[config.mk]
export PLATFORM = sky130hd
export DESIGN_NAME = regfile_dump_reader_flat
export DESIGN_NICKNAME = d
export VERILOG_FILES = /design/src/rtl/regfile_dump_reader_if.sv /design/src/rtl/regfile_dump_reader.sv /design/src/flat_wrapper.sv
export SDC_FILE = /design/constraint.sdc
export NUM_CORES = 1
export LEC_CHECK = 0
export ABC_AREA = 0
export BUFFER_PORTS_ARGS = -buffer_cell sky130_fd_sc_hd__buf_2
export CAP_MARGIN = 40
export CORE_MARGIN = 3
export CORE_UTILIZATION = 52
export DETAILED_ROUTE_END_ITERATION = 8
export HOLD_SLACK_MARGIN = 0.15
export PLACE_DENSITY = 0.82
export RECOVER_POWER = 100
export REMOVE_ABC_BUFFERS = 1
export SLEW_MARGIN = 20
export SYNTH_ARGS = -nofsm -noshare
export SYNTH_HDL_FRONTEND = slang
export SYNTH_SLANG_ARGS = --single-unit
[constraint.sdc]
create_clock -name Clk -period 3.1 [get_ports Clk]
set_input_delay 0.31 -clock Clk [delete_from_list [all_inputs] [get_ports Clk]]
set_output_delay 0.31 -clock Clk [all_outputs]
set_load 0.05 [all_outputs]
[src/rtl/regfile_dump_reader_if.sv]
// Bundles the dump reader's control pins, RegisterFile read ports and beat stream.
// The master modport is the dump reader. The slave modport is the RegisterFile, consumer and controller side.
interface regfile_dump_reader_if #(
  parameter int ADDR_W = 5,
  parameter int DATA_W = 32
);
  logic              Start;
  logic              Busy;
  logic              Done;
  logic [ADDR_W-1:0] RA;
  logic [ADDR_W-1:0] RB;
  logic [DATA_W-1:0] BusA;
  logic [DATA_W-1:0] BusB;
  logic              OutValid;
  logic              OutReady;
  logic [ADDR_W-1:0] OutIdx;
  logic [DATA_W-1:0] OutData;

  modport master (
    input  Start, BusA, BusB, OutReady,
    output Busy, Done, RA, RB, OutValid, OutIdx, OutData
  );

  modport slave (
    output Start, BusA, BusB, OutReady,
    input  Busy, Done, RA, RB, OutValid, OutIdx, OutData
  );
endinterface

[src/rtl/regfile_dump_reader.sv]
// Streams every RegisterFile entry out as (index, value) beats. Each pass reads an even/odd pair and costs 3 cycles when OutReady is held high.
// OutReady low freezes the beat and the FSM. Values are snapshotted per pair, so later writes do not alter a stalled beat.
module regfile_dump_reader #(
  parameter int NUM_REGS = 32,
  parameter int ADDR_W   = 5,
  parameter int DATA_W   = 32
) (
  input  logic                  Clk,
  input  logic                  Reset,
  regfile_dump_reader_if.master bus
);

  typedef enum logic [2:0] {
    IDLE,
    READ,
    SEND_A,
    SEND_B,
    DONE
  } state_t;

  localparam logic [ADDR_W-1:0] LAST_PAIR = ADDR_W'(NUM_REGS / 2 - 1);
  localparam logic [ADDR_W-1:0] STEP      = ADDR_W'(2);

  state_t            state;
  logic [ADDR_W-1:0] pair;
  logic [DATA_W-1:0] capB;

  always_ff @(posedge Clk or posedge Reset) begin
    if (Reset) begin
      state        <= IDLE;
      pair         <= '0;
      capB         <= '0;
      bus.RA       <= '0;
      bus.RB       <= '0;
      bus.OutValid <= 1'b0;
      bus.OutIdx   <= '0;
      bus.OutData  <= '0;
      bus.Busy     <= 1'b0;
      bus.Done     <= 1'b0;
    end else begin
      bus.Done <= 1'b0;
      case (state)
        IDLE: begin
          if (bus.Start) begin
            state    <= READ;
            bus.RA   <= '0;
            bus.RB   <= ADDR_W'(1);
            pair     <= '0;
            bus.Busy <= 1'b1;
          end
        end
        READ: begin
          // Port A's value goes straight to the beat; port B's waits in capB for the second beat.
          capB         <= bus.BusB;
          bus.OutValid <= 1'b1;
          bus.OutIdx   <= bus.RA;
          bus.OutData  <= bus.BusA;
          state        <= SEND_A;
        end
        SEND_A: begin
          if (bus.OutReady) begin
            bus.OutIdx  <= bus.RB;
            bus.OutData <= capB;
            state       <= SEND_B;
          end
        end
        SEND_B: begin
          if (bus.OutReady) begin
            bus.OutValid <= 1'b0;
            if (pair == LAST_PAIR) begin
              state    <= DONE;
              bus.Done <= 1'b1;
            end else begin
              pair   <= pair + ADDR_W'(1);
              bus.RA <= bus.RA + STEP;
              bus.RB <= bus.RB + STEP;
              state  <= READ;
            end
          end
        end
        DONE: begin
          bus.Busy <= 1'b0;
          state    <= IDLE;
        end
        default: state <= IDLE;
      endcase
    end
  end

endmodule
[src/flat_wrapper.sv]
// flat-port wrapper written by rule: the top's interface ports become plain ports
module regfile_dump_reader_flat 
#(
  parameter int NUM_REGS = 32,
  parameter int ADDR_W   = 5,
  parameter int DATA_W   = 32
)
  (Clk, Reset, bus_Start, bus_BusA, bus_BusB, bus_OutReady, bus_Busy, bus_Done, bus_RA, bus_RB, bus_OutValid, bus_OutIdx, bus_OutData);
  regfile_dump_reader_if #(.ADDR_W(ADDR_W), .DATA_W(DATA_W)) bus_i ();
  input  logic Clk;
  input  logic Reset;
  input wire logic [$bits(bus_i.Start)-1:0] bus_Start;
  input wire logic [$bits(bus_i.BusA)-1:0] bus_BusA;
  input wire logic [$bits(bus_i.BusB)-1:0] bus_BusB;
  input wire logic [$bits(bus_i.OutReady)-1:0] bus_OutReady;
  output wire logic [$bits(bus_i.Busy)-1:0] bus_Busy;
  output wire logic [$bits(bus_i.Done)-1:0] bus_Done;
  output wire logic [$bits(bus_i.RA)-1:0] bus_RA;
  output wire logic [$bits(bus_i.RB)-1:0] bus_RB;
  output wire logic [$bits(bus_i.OutValid)-1:0] bus_OutValid;
  output wire logic [$bits(bus_i.OutIdx)-1:0] bus_OutIdx;
  output wire logic [$bits(bus_i.OutData)-1:0] bus_OutData;
  assign bus_i.Start = bus_Start;
  assign bus_i.BusA = bus_BusA;
  assign bus_i.BusB = bus_BusB;
  assign bus_i.OutReady = bus_OutReady;
  assign bus_Busy = bus_i.Busy;
  assign bus_Done = bus_i.Done;
  assign bus_RA = bus_i.RA;
  assign bus_RB = bus_i.RB;
  assign bus_OutValid = bus_i.OutValid;
  assign bus_OutIdx = bus_i.OutIdx;
  assign bus_OutData = bus_i.OutData;
  regfile_dump_reader #(.NUM_REGS(NUM_REGS), .ADDR_W(ADDR_W), .DATA_W(DATA_W)) u_core (.Clk(Clk), .Reset(Reset), .bus(bus_i));
endmodule
==> impl_metrics.tcl <==
set metrics [dict create \
    p_per_area_nw_per_um2 1241 \
    hold_viol 0 \
    maxCapViolCount 0 \
    cts_sinks 89 \
    post-route-util 0.6472 \
    track_usage 0.1893 \
    grt_pass1_wl_mm 13.21 \
    met3_length_um 419 \
    ys_warn_count 0 \
    finalCritPeriodShare 0.7777 \
    peakVddDrop_v 0.0005661 \
    pwr-share-clk 0.133 \
    switchingPower_mw 2.734 \
    port_buffers 116 \
    cts.path.max_buffers 2 \
    avgViaCountPerCell 5.290 \
    firstDrtPassIters 4 \
    post-dp-hpwl_mm 5.913 \
    netlist_area_um2 4123 \
    dieArea_um2 9033 \
    crit_path_start_kind "register" \
    root_buffer "clkbuf_8" \
    switching_share 0.4546 \
    critPathKind "register to register" \
    fin_nets 478 \
    crit_arrival_ns 2.58 \
    cts_buffers 9 \
    period_needed_ns 2.411 \
    rsz0062_at_grt "no" \
    htree_levels 3 \
    start_util 0.5507 \
    finalPower_mw 6.013 \
    postLayoutCellArea_um2 4845 \
    grt_pass1_vias 2763 \
    cts_tree "built" \
    drt-wirelength-per-cell_um 16.41 \
    dr.first_iter.drc_count 45 \
    fp.dieH_um 95.04 \
    wirelength_met1_mm 3.484 \
    diodes 0 \
    critPathMaxFanout 13 \
    ys_async_sr_fraction 1.000 \
    cp-end-kind "register" \
    seq_area_frac_synth 0.5402 \
    r2r_slack_ns 0.69 \
    reg2regPathDepth 6 \
    ys_types 39 \
    postPlaceCellArea_um2 4752 \
    post-route-drc-count 0 \
    worstReg2RegStart "u_core.pair[0]$_DFFE_PP0P_" \
    synth-main-ff-cell "dfrtp_1" \
    hold_start "bus_BusB[23]" \
    grt_overflow_total 0 \
    dieWidth_um 95.04 \
    setup_viol_count_final 0 \
    hold_path_depth 2 \
    place_congestion 0.7939 \
    synthTopCellsByArea "dfrtp_1, mux2_2, mux2_4" \
    fmax_ghz 0.4148 \
    slew_headroom 0.2842 \
    worst_ep_required_time_ns 3.27 \
    wl_met2_mm 4.345 \
    status "complete, no violations" \
    coreArea_um2 7486 \
    synth-seq-cells 89 \
    boundaryPins 118 \
    worst_pin_slew_ns 1.074 \
    hp-class "input port to register" \
    p_int_mw 3.280 \
    via_count 2698 \
    hold_path_end "u_core.capB[23]$_DFFE_PP0P_" \
    antenna_found_initial 0 \
    whs_ns 0.1697 \
    drive_above_1_share 0.4209 \
    seqPwrFrac 0.350 \
    p_leak_nw 2.169 \
    syn_to_final_growth_pct 17.51 \
    yosys.area.top_type "dfrtp_1" \
    synth-edff-count 0 \
    finalClockSkew_ns 0.01277 \
    highest_layer "met4" \
    grt_max_degree 47 \
    slew_viol_final 0 \
    ant_nets 0 \
    synth_top_area_share 0.5402 \
    clk_latency_ns 0.35 \
    clk_pin_slew_ns 0.09 \
    syn_inst 290 \
    num_rows 31 \
    ctsResizeCount 0 \
    setup_tns_ns 0 \
    p_comb_frac 0.518 \
    wirelength_mm 8.370 \
    avgSynthCellArea_um2 14.22 \
    r2r-end "u_core.bus.RB[1]$_DFFE_PP0P_" \
]
==> state kept, by name, indices dropped and copies added, names as in the netlist <==
signal	flops
u_core.bus.OutData	32
u_core.bus.Busy	1
u_core.state	3
u_core.bus.RB	5
u_core.bus.Done	1
u_core.pair	5
u_core.bus.OutValid	1
u_core.bus.RA	4
u_core.capB	32
u_core.bus.OutIdx	5
==> layer usage <==
layer / vias up / global-route usage
li1: 1273 / -
met3: 9 / 0.04025
met2: 68 / 0.3171
met5: - / 0
met1: 1348 / 0.2461
met4: 0 / 0.06250
==> critical path: stages, from the launching register on <==
cell and delay [ns]:
dfrtp_1 0.41, ha_1 0.23, and3_1 0.19, ha_1 0.22, nand4b_1 0.18, a21oi_1 0.81, mux2i_1 0.20
==> how the worst max path moves through the flow <==
stage                                      from  cells after the start  slack [ns]                                 to
floorplan           u_core.state[1]$_DFFE_PP0P_                      3        0.19  u_core.bus.OutData[0]$_DFFE_PP0P_
global placement    u_core.state[0]$_DFFE_PP0P_                      4        1.04   u_core.bus.OutIdx[1]$_DFFE_PP0P_
detailed placement  u_core.state[0]$_DFFE_PP0P_                      4        1.01  u_core.bus.OutData[8]$_DFFE_PP0P_
CTS                  u_core.pair[0]$_DFFE_PP0P_                      6        0.97       u_core.bus.RB[1]$_DFFE_PP0P_
global route         u_core.pair[0]$_DFFE_PP0P_                      6        0.52       u_core.bus.RB[1]$_DFFE_PP0P_
finish               u_core.pair[0]$_DFFE_PP0P_                      6        0.69       u_core.bus.RB[1]$_DFFE_PP0P_
==> cell families (layout without fill, tap and decap cells) <==
group / count (synthesis) / count (layout) / synth area share
AOI/OAI and AO/OA: 23 / 23 / 0.04310
DFF: 89 / 89 / 0.5402
and+or+nand+nor: 35 / 35 / 0.05675
other: 1 / 1 / 0.0009096
adders and majority gates: 4 / 4 / 0.01214
muxes: 107 / 107 / 0.2998
buffers and inverters: 31 / 152 / 0.04704
==> placed cells by master, fill, tap and decap left out, types with 2 or more instances in the layout <==
| cell type | instances |
|---|---|
| buf_2 | 67 |
| buf_4 | 2 |
| a31oi_1 | 4 |
| dfrtp_1 | 89 |
| clkbuf_2 | 2 |
| ha_1 | 4 |
| and3_1 | 6 |
| inv_1 | 12 |
| mux2_2 | 81 |
| o221ai_1 | 2 |
| nand3b_1 | 4 |
| nand2_1 | 4 |
| mux2_1 | 21 |
| a21oi_1 | 2 |
| nand4_1 | 2 |
| clkinvlp_4 | 2 |
| o2111ai_1 | 2 |
| o211ai_1 | 3 |
| clkbuf_8 | 10 |
| nand2b_1 | 5 |
| mux2i_1 | 5 |
| o22ai_1 | 4 |
| buf_12 | 2 |
| nor3b_1 | 3 |
| clkbuf_1 | 49 |
| clkinv_4 | 2 |
| nor2_1 | 5 |
==> stage by stage <==
step | cells | worst slack [ns]
after floorplan | 272 | 0.1881
after global placement | 492 | 1.043
after detailed placement | 492 | 1.010
after CTS | 509 | 0.9696
after global routing | 510 | 0.5227
final | 510 | 0.6892
==> layout make-up <==
cell class                 count  area, um2
clock inverter                 6      67.56
tap                           99      123.9
multi-input combinational    170       1644
sequential                    89       2227
clock buffer                  10      137.6
inverter                      13      50.05
fill                         624       2641
timing repair buffer         123      594.3
==> synthesized netlist by cell type (2+ instances only) <==
library cell and number:
mux2i_1 5, mux2_2 81, o2111ai_1 2, o22ai_1 4
buf_6 7, nor2_1 5, ha_1 4, o211ai_1 3
nand4_1 2, buf_4 5, nand2_1 4, buf_2 5
a31oi_1 4, nor3b_1 2, mux2_4 10, mux2_1 11
nand3b_1 4, and3_1 6, nand2b_1 5, inv_1 13
o221ai_1 2, dfrtp_1 89
==> power groups by stage <==
stage | Combinational [mW] | Clock, mW | Sequential (mW)
after detailed placement | 3.33 | 0 | 2.12
after CTS | 3.34 | 0.817 | 2.10
final | 3.11 | 0.797 | 2.10
after global routing | 3.32 | 0.873 | 2.18
after floorplan | 1.51 | 0 | 3.13
after global placement | 3.25 | 0 | 2.09
==> timing repair <==
item | 4_1_cts | 5_1_grt
hold buffers | 1 | 0
endpoints found under the hold margin | 43 | 0
setup buffers | 0 | 0
Power figures use the tool's default switching activity.
